==> config.mk <==
export PLATFORM = sky130hd
export DESIGN_NAME = low_pass_inverse_flat
export DESIGN_NICKNAME = d
export VERILOG_FILES = /design/src/rtl/low_pass_inverse_if.sv /design/src/rtl/low_pass_inverse.sv /design/src/flat_wrapper.sv
export SDC_FILE = /design/constraint.sdc
export NUM_CORES = 1
export LEC_CHECK = 0
export BUFFER_PORTS_ARGS = -buffer_cell sky130_fd_sc_hd__buf_4
export CORE_ASPECT_RATIO = 1.25
export CORE_MARGIN = 10
export CORE_UTILIZATION = 62
export DETAILED_ROUTE_END_ITERATION = 10
export GPL_TIMING_DRIVEN = 0
export PLACE_DENSITY = 0.81
export SETUP_SLACK_MARGIN = 0.2
export SLEW_MARGIN = 20
export SYNTH_ARGS = -nofsm -noshare
export SYNTH_HDL_FRONTEND = slang
export SYNTH_SLANG_ARGS = --single-unit
==> constraint.sdc <==
create_clock -name clk_i -period 3.9 [get_ports clk_i]
set_input_delay 0.195 -clock clk_i [delete_from_list [all_inputs] [get_ports clk_i]]
set_output_delay 0.195 -clock clk_i [all_outputs]
set_load 0.02 [all_outputs]
==> src/rtl/low_pass_inverse_if.sv <==
// Ready/valid bundle for low_pass_inverse: sum samples in, recovered samples out.
// The design side uses the slave modport and the producer/consumer side uses the master modport.
interface low_pass_inverse_if #(
    parameter int width_p = 8
);
    logic [width_p:0]   data_i;
    logic               valid_i;
    logic               ready_o;
    logic [width_p-1:0] data_o;
    logic               sof_o;
    logic               valid_o;
    logic               ready_i;
    logic               error_o;

    modport slave (
        input  data_i, valid_i, ready_i,
        output ready_o, data_o, sof_o, valid_o, error_o
    );

    modport master (
        output data_i, valid_i, ready_i,
        input  ready_o, data_o, sof_o, valid_o, error_o
    );
endinterface

==> src/rtl/low_pass_inverse.sv <==
// Inverse of the two-tap low-pass stage: x[n] = y[n] - x[n-1], history cleared every frame_len_p samples.
// Define LOW_PASS_INVERSE_SAT_EN to clamp out-of-range results and raise a sticky error_o; otherwise results wrap.
module low_pass_inverse #(
    parameter int width_p     = 8,
    parameter int frame_len_p = 256
) (
    input  logic              clk_i,
    input  logic              reset_i,
    low_pass_inverse_if.slave bus
);
    localparam int cnt_w_lp = (frame_len_p > 1) ? $clog2(frame_len_p) : 1;
    localparam logic [cnt_w_lp-1:0] cnt_last_lp =
        (frame_len_p > 1) ? cnt_w_lp'(frame_len_p - 1) : '0;

    typedef struct packed {
        logic               sof;
        logic [width_p-1:0] data;
    } entry_t;

    entry_t                mem_q [0:1];
    entry_t                mem_d [0:1];
    logic                  wr_ptr_q, wr_ptr_d;
    logic                  rd_ptr_q, rd_ptr_d;
    logic [1:0]            count_q, count_d;
    logic [width_p-1:0]    prev_q, prev_d;
    logic [cnt_w_lp-1:0]   cnt_q, cnt_d;
    logic                  started_q, started_d;

    logic                  full;
    logic                  push;
    logic                  pop;
    logic                  is_first;
    logic [width_p-1:0]    prev_eff;
    logic signed [width_p+1:0] diff;
    logic [width_p-1:0]    result;

    // ready_o depends only on registered occupancy, never on ready_i.
    assign full        = (count_q == 2'd2);
    assign bus.ready_o = !full && !reset_i;
    assign bus.valid_o = (count_q != 2'd0);
    assign bus.data_o  = mem_q[rd_ptr_q].data;
    assign bus.sof_o   = mem_q[rd_ptr_q].sof;

    assign push = bus.valid_i && bus.ready_o;
    assign pop  = bus.valid_o && bus.ready_i;

    always_comb begin
        // NOTE: every signal written here is assigned on all paths, so no latch is inferred.
        is_first = (frame_len_p == 0) ? !started_q : (cnt_q == '0);
        prev_eff = is_first ? '0 : prev_q;
        diff     = signed'({1'b0, bus.data_i}) - signed'({2'b00, prev_eff});
    end

`ifdef LOW_PASS_INVERSE_SAT_EN
    logic error_q, error_d;
    logic out_of_range;

    always_comb begin
        out_of_range = diff[width_p+1] || diff[width_p];
        if (diff[width_p+1]) begin
            result = '0;
        end else if (diff[width_p]) begin
            result = '1;
        end else begin
            result = diff[width_p-1:0];
        end
        error_d = error_q || (push && out_of_range);
    end

    always_ff @(posedge clk_i or posedge reset_i) begin
        if (reset_i) begin
            error_q <= 1'b0;
        end else begin
            error_q <= error_d;
        end
    end

    assign bus.error_o = error_q;
`else
    logic unused_diff_msbs;

    assign result           = diff[width_p-1:0];
    assign unused_diff_msbs = ^diff[width_p+1:width_p];
    assign bus.error_o      = 1'b0;
`endif

    always_comb begin
        mem_d     = mem_q;
        wr_ptr_d  = wr_ptr_q;
        rd_ptr_d  = rd_ptr_q;
        count_d   = count_q;
        prev_d    = prev_q;
        cnt_d     = cnt_q;
        started_d = started_q;

        if (push) begin
            mem_d[wr_ptr_q] = '{sof: is_first, data: result};
            wr_ptr_d        = !wr_ptr_q;
            prev_d          = result;
            started_d       = 1'b1;
            // With frame_len_p == 0 the counter never moves; started_q alone marks the first sample.
            if (frame_len_p != 0) begin
                cnt_d = (cnt_q == cnt_last_lp) ? '0 : cnt_q + 1'b1;
            end
        end

        if (pop) begin
            rd_ptr_d = !rd_ptr_q;
        end

        case ({push, pop})
            2'b10:   count_d = count_q + 2'd1;
            2'b01:   count_d = count_q - 2'd1;
            default: count_d = count_q;
        endcase
    end

    always_ff @(posedge clk_i or posedge reset_i) begin
        if (reset_i) begin
            // NOTE: the two buffer entries are reset so data_o/sof_o read 0 out of reset; a RAM-sized buffer would be left unreset.
            mem_q     <= '{default: '0};
            wr_ptr_q  <= 1'b0;
            rd_ptr_q  <= 1'b0;
            count_q   <= 2'd0;
            prev_q    <= '0;
            cnt_q     <= '0;
            started_q <= 1'b0;
        end else begin
            // NOTE: non-blocking assignments so every flop samples pre-edge values.
            mem_q     <= mem_d;
            wr_ptr_q  <= wr_ptr_d;
            rd_ptr_q  <= rd_ptr_d;
            count_q   <= count_d;
            prev_q    <= prev_d;
            cnt_q     <= cnt_d;
            started_q <= started_d;
        end
    end
endmodule

==> src/flat_wrapper.sv <==
// flat-port wrapper written by rule: the top's interface ports become plain ports
module low_pass_inverse_flat 
#(
    parameter int width_p     = 8,
    parameter int frame_len_p = 256
)
  (clk_i, reset_i, bus_data_i, bus_valid_i, bus_ready_i, bus_ready_o, bus_data_o, bus_sof_o, bus_valid_o, bus_error_o);
  low_pass_inverse_if #(.width_p(width_p)) bus_i ();
  input  logic clk_i;
  input  logic reset_i;
  input wire logic [$bits(bus_i.data_i)-1:0] bus_data_i;
  input wire logic [$bits(bus_i.valid_i)-1:0] bus_valid_i;
  input wire logic [$bits(bus_i.ready_i)-1:0] bus_ready_i;
  output wire logic [$bits(bus_i.ready_o)-1:0] bus_ready_o;
  output wire logic [$bits(bus_i.data_o)-1:0] bus_data_o;
  output wire logic [$bits(bus_i.sof_o)-1:0] bus_sof_o;
  output wire logic [$bits(bus_i.valid_o)-1:0] bus_valid_o;
  output wire logic [$bits(bus_i.error_o)-1:0] bus_error_o;
  assign bus_i.data_i = bus_data_i;
  assign bus_i.valid_i = bus_valid_i;
  assign bus_i.ready_i = bus_ready_i;
  assign bus_ready_o = bus_i.ready_o;
  assign bus_data_o = bus_i.data_o;
  assign bus_sof_o = bus_i.sof_o;
  assign bus_valid_o = bus_i.valid_o;
  assign bus_error_o = bus_i.error_o;
  low_pass_inverse #(.width_p(width_p), .frame_len_p(frame_len_p)) u_core (.clk_i(clk_i), .reset_i(reset_i), .bus(bus_i));
endmodule
# Yosys cells after proc, flatten, opt, wreduce, memory -nomap -nowiden

Cells that the tools add are included.

RAM bits: 0
Input port bits: 13
Memories kept: 0
Flip-flop bits (word level): 38
Bits in latches: 0
Memory bits (read-only): 0

Div/mod/pow operators: 0
Bitwise gates (word level): 2
Shift-type cells: 0
Multiplexer cells: 9
Reductions and logical operators: 11
$mul: 0
$lt $le $gt $ge: 3
Equality and inequality tests: 4
$add $sub $neg: 4

Operator list:

| kind                                                        | number |
|---|---|
| 2-to-1 mux 9 bit                                            | 4 |
| bitwise mux 18 bit                                          | 1 |
| 2-to-1 mux 8 bit                                            | 2 |
| demux 9 bit (select 1 bit)                                  | 1 |
| adder 8 x 1 -> 8 bit (second input constant)                | 1 |
| == test 8 bit (second input constant)                       | 1 |
| logical NOT 8 bit                                           | 1 |
| subtractor 8 bit                                            | 1 |
| == test 2 bit (second input constant)                       | 2 |
| >= comparator 2 bit (second input constant)                 | 2 |
| logical AND 1 bit                                           | 4 |
| logical NOT 1 bit                                           | 4 |
| NOT 1 -> 2 bit                                              | 2 |
| case mux 2 bit (2 select lines)                             | 1 |
| nonzero test 2 bit                                          | 2 |
| adder 2 x 1 -> 2 bit (second input constant)                | 1 |
| == test 2 x 1 -> 1 bit (second input constant)              | 1 |
| less-than comparator 2 x 1 -> 1 bit (second input constant) | 1 |
| subtractor 2 x 1 -> 2 bit (second input constant)           | 1 |

# Logic depth before layout (Yosys ltp)

Word-level depth: 6
Mapped depth: 13
Depth with buffers taken out: 12

# Worst setup path before layout

No wires, ideal clock.

Path kind: register to register
From: reg u_core.cnt_q[0]
To: reg u_core.mem_q[15] (netlist name)
Data arrival time: 2.458 ns
Setup slack: 1.317 ns
Setup time: 0.125 ns
Data required time: 3.775 ns
Stages on the path, launching flop included: 14
Path through: dfrtp_1 -> inv_1 -> ha_1 -> nand3_1 -> clkbuf_1 -> and2_1 -> ha_1 -> inv_1 -> fa_1 -> a21oi_1 -> o211ai_1 -> a21oi_1 -> xnor2_1 -> mux2_2

Word-level cells in the longest chain between the ends: 4

Ends and longest elaborated chain:

| what                     | line                    | text |
|---|---|---|
| start: declaration       | low_pass_inverse.sv:26  | `logic [cnt_w_lp-1:0] cnt_q, cnt_d;` |
| start signal: assignment | low_pass_inverse.sv:135 | `cnt_q <= cnt_d;` |
| logical NOT 8 bit        | low_pass_inverse.sv:49  | `is_first = (frame_len_p == 0) ? !started_q : (cnt_q == '0);` |
| 2-to-1 mux 8 bit         | low_pass_inverse.sv:50  | `prev_eff = is_first ? '0 : prev_q;` |
| subtractor 8 bit         | low_pass_inverse.sv:51  | `diff = signed'({1'b0, bus.data_i}) - signed'({2'b00, prev_eff});` |
| bitwise mux 18 bit       | low_pass_inverse.sv:97  | `mem_d[wr_ptr_q] = '{sof: is_first, data: result};` |
| end signal: assignment   | low_pass_inverse.sv:130 | `mem_q <= mem_d;` |
| end: declaration         | low_pass_inverse.sv:20  | `entry_t mem_q [0:1];` |

Every way passes these cells.
A chain may end at the register's enable or synchronous reset.

# Final worst setup path

From: reg u_core.cnt_q[0]
To: reg u_core.mem_q[6] (netlist name)

The elaborated chain is that of the path after synthesis.

==> impl_metrics.ini <==
[outcome]
outcome = finished, final reports clean

[sta]
period_share_pct = 78.8
holdWs_ps = 61.2
timing.slew.headroom_pct = 47.3
maxSlewViolCount = 0
max_freq_ghz = 0.325
setup_viol = 0
hold_violations = 0
rsz0062_at_grt = false
worst_pin_slew_ps = 789
tns_ps = 0
finClkSkew_ps = 11.3
timing.final.ws_setup_ps = 826
finalCriticalPeriod_ps = 3070

[yosys]
postSynthCellCount = 202
syn_nets = 226
synth.largest_area_cell = dfrtp_1
synth_cell_type_count = 38
mappedNetlistArea_sq_um = 2080
seq_area_frac_synth_pct = 45.7
yosysWarningCount = 0
syn_area_per_cell_sq_um = 10.3
ys_ff_latch = 38
synth_area_leaders = dfrtp_1, mux2_2, nand2_1
synth_top_area_share_pct = 45.7

[floorplan]
chipWidth_um = 71.8
die_y_um = 84.8
pin_count = 25
core_sq_um = 3220
start_util_pct = 64.5
rows = 23
dieArea_sq_um = 6090

[clocking]
cts_max_path_buffers = 2
cts-root-buf = clkbuf_8
h-tree-depth = 2
clk_latency_ps = 290
numCtsBuffers = 5
cts_sinks = 38
path_clk_slew_ps = 80
cts_tree = built
ctsResizeCount = 0
cts_setup_buffers = 0
postCtsHoldBufs = 0

[placed_design]
gp_congestion = 0.858
dp.cells = 261
dp_hpwl_um = 3320
portBuffers = 22
pre_cts_slack_ps = 863

[layout]
drive_above_1_share_pct = 26.7
diodes = 0
multi_input_area_sq_um = 1040
nFillCells = 241
syn_to_final_growth_pct = 17.0
final_cell_count_no_fill = 269
nets = 255
seq_area_sq_um = 951

[grt]
grt_overflow = 0
met3_usage_pct = 4.95
first_global_vias = 1703
grtUsageMet2_pct = 26.7
gr-max-usage-layer = met2
grtUsageMet1_pct = 16.3
grt_pass1_wl_um = 7560
antenna_found_initial = 0
grt_max_degree = 40
grt_use_total_pct = 15.3

[power]
ir_drop_uv = 670
p_leak_uw = 0.00114
p_per_area_nw_per_um2 = 917
total_power_uw = 2230

[detailed_routing]
vias = 1503
dr.pass1.iters = 4
ant_nets = 0
dr.first_iter.drc_count = 93
wl_um = 4420
post_drt_wl_per_cell_um = 16.4
vias_per_cell = 5.59
drcViolationCount = 0

[worst_setup_path]
startpoint_type = register
cp.arrival_ps = 3240
critPathMaxFanout = 10
crit_required_ps = 4070
worst_setup_path_end_kind = register
crit_type = reg -> reg

[flow_run]
maxCapViolations = 0

[worst_hold_path]
hold_class = in -> async
## power by group
group          internal (uW)  switching [uW]
sequential               570             111
clock                    273             139
combinational            518             619
total                   1360             870
## registers in the layout, summed over array words and instances, names as in the netlist
register / count
u_core.mem_q: 18
u_core.count_q: 2
u_core.rd_ptr_q: 1
u_core.prev_q: 8
u_core.cnt_q: 8
u_core.wr_ptr_q: 1
## through the flow
step                utilization, %  area [sq um]
floorplan                        -          2080
global placement              71.1          2290
detailed placement            71.1          2290
CTS                           75.5          2430
global route                  75.5          2430
finish                        75.5          2430
## critical path: stages, from the launching register on
cell and delay, ps:
dfrtp_1 420, inv_1 60, ha_1 190, nand3_1 90, clkbuf_1 390, and2_1 200
ha_1 190, inv_1 60, fa_1 400, a21oi_1 210, o211ai_1 140, a21oi_1 200
xnor2_1 120, mux2_2 280
## final timing paths
check	startpoint	depth (start not counted)	slack, ps	endpoint
setup / recovery	u_core.cnt_q[0]$_DFFE_PP0P_	13	830	u_core.mem_q[6]$_DFFE_PP0P_
hold / removal	reset_i	2	60	u_core.count_q[1]$_DFFE_PP0P_
setup reg to reg	u_core.cnt_q[0]$_DFFE_PP0P_	13	830	u_core.mem_q[6]$_DFFE_PP0P_
hold reg to reg	u_core.mem_q[16]$_DFFE_PP0P_	2	480	u_core.mem_q[16]$_DFFE_PP0P_
max in group asynchronous	reset_i	2	3330	u_core.mem_q[15]$_DFFE_PP0P_
min in group clk_i	bus_ready_i	3	240	u_core.rd_ptr_q$_DFFE_PP0P_
## cell usage in the layout (no fill, tap or decap), types with 3 or more instances in the layout
cell	n
dfrtp_1	38
nand2_1	36
buf_4	24
mux2_2	22
xnor2_1	14
nor2_1	12
o21ai_0	12
inv_1	10
ha_1	10
a21oi_1	6
clkbuf_8	6
nor4_1	3
nand4_1	3
## layer usage
metal  routed length [um]  up-vias
li1                     -      747
met1                 1850      718
met2                 2270       28
met3                  159       10
met4                  132        0
met5                    0        -
## layout make-up
class | count | share of cell area [%]
multi-input combinational | 146 | 42.6
sequential | 38 | 39.1
timing repair buffer | 22 | 6.79
clock buffer | 6 | 3.39
clock inverter | 2 | 2.47
buffer | 7 | 2.06
tap | 37 | 1.90
inverter | 11 | 1.70
## kinds of logic (layout without fill, tap and decap cells)
group / after synthesis / after routing / share of synthesized area [%]
XOR/XNOR: 15 / 15 / 6.32
other: 1 / 1 / 0.180
flip-flops: 38 / 38 / 45.7
adder cells (fa/ha/maj): 11 / 11 / 6.98
multiplexers: 22 / 22 / 11.9
buffers and inverters: 18 / 48 / 4.39
AO/OA/AOI/OAI: 31 / 31 / 10.2
AND/OR/NAND/NOR: 66 / 66 / 14.3
## Yosys cell counts
master     number
a211oi_1        2
a211oi_4        1
a21o_1          1
a21oi_1         6
a22oi_1         1
and2_1          2
and3_1          1
buf_2           1
buf_4           2
buf_6           2
clkbuf_1        2
conb_1          1
dfrtp_1        38
fa_1            1
ha_1           10
inv_1          11
mux2_2         22
nand2_1        36
nand2b_1        1
nand2b_4        1
nand3_1         2
nand4_1         3
nor2_1         12
nor2b_1         1
nor3_1          2
nor4_1          3
o2111a_1        1
o2111ai_2       1
o211a_1         1
o211ai_1        1
o21a_1          1
o21ai_0        12
o21ai_1         1
o31ai_1         2
or2b_2          1
or3_1           1
xnor2_1        14
xor2_1          1
Power figures use the tool's default switching activity.
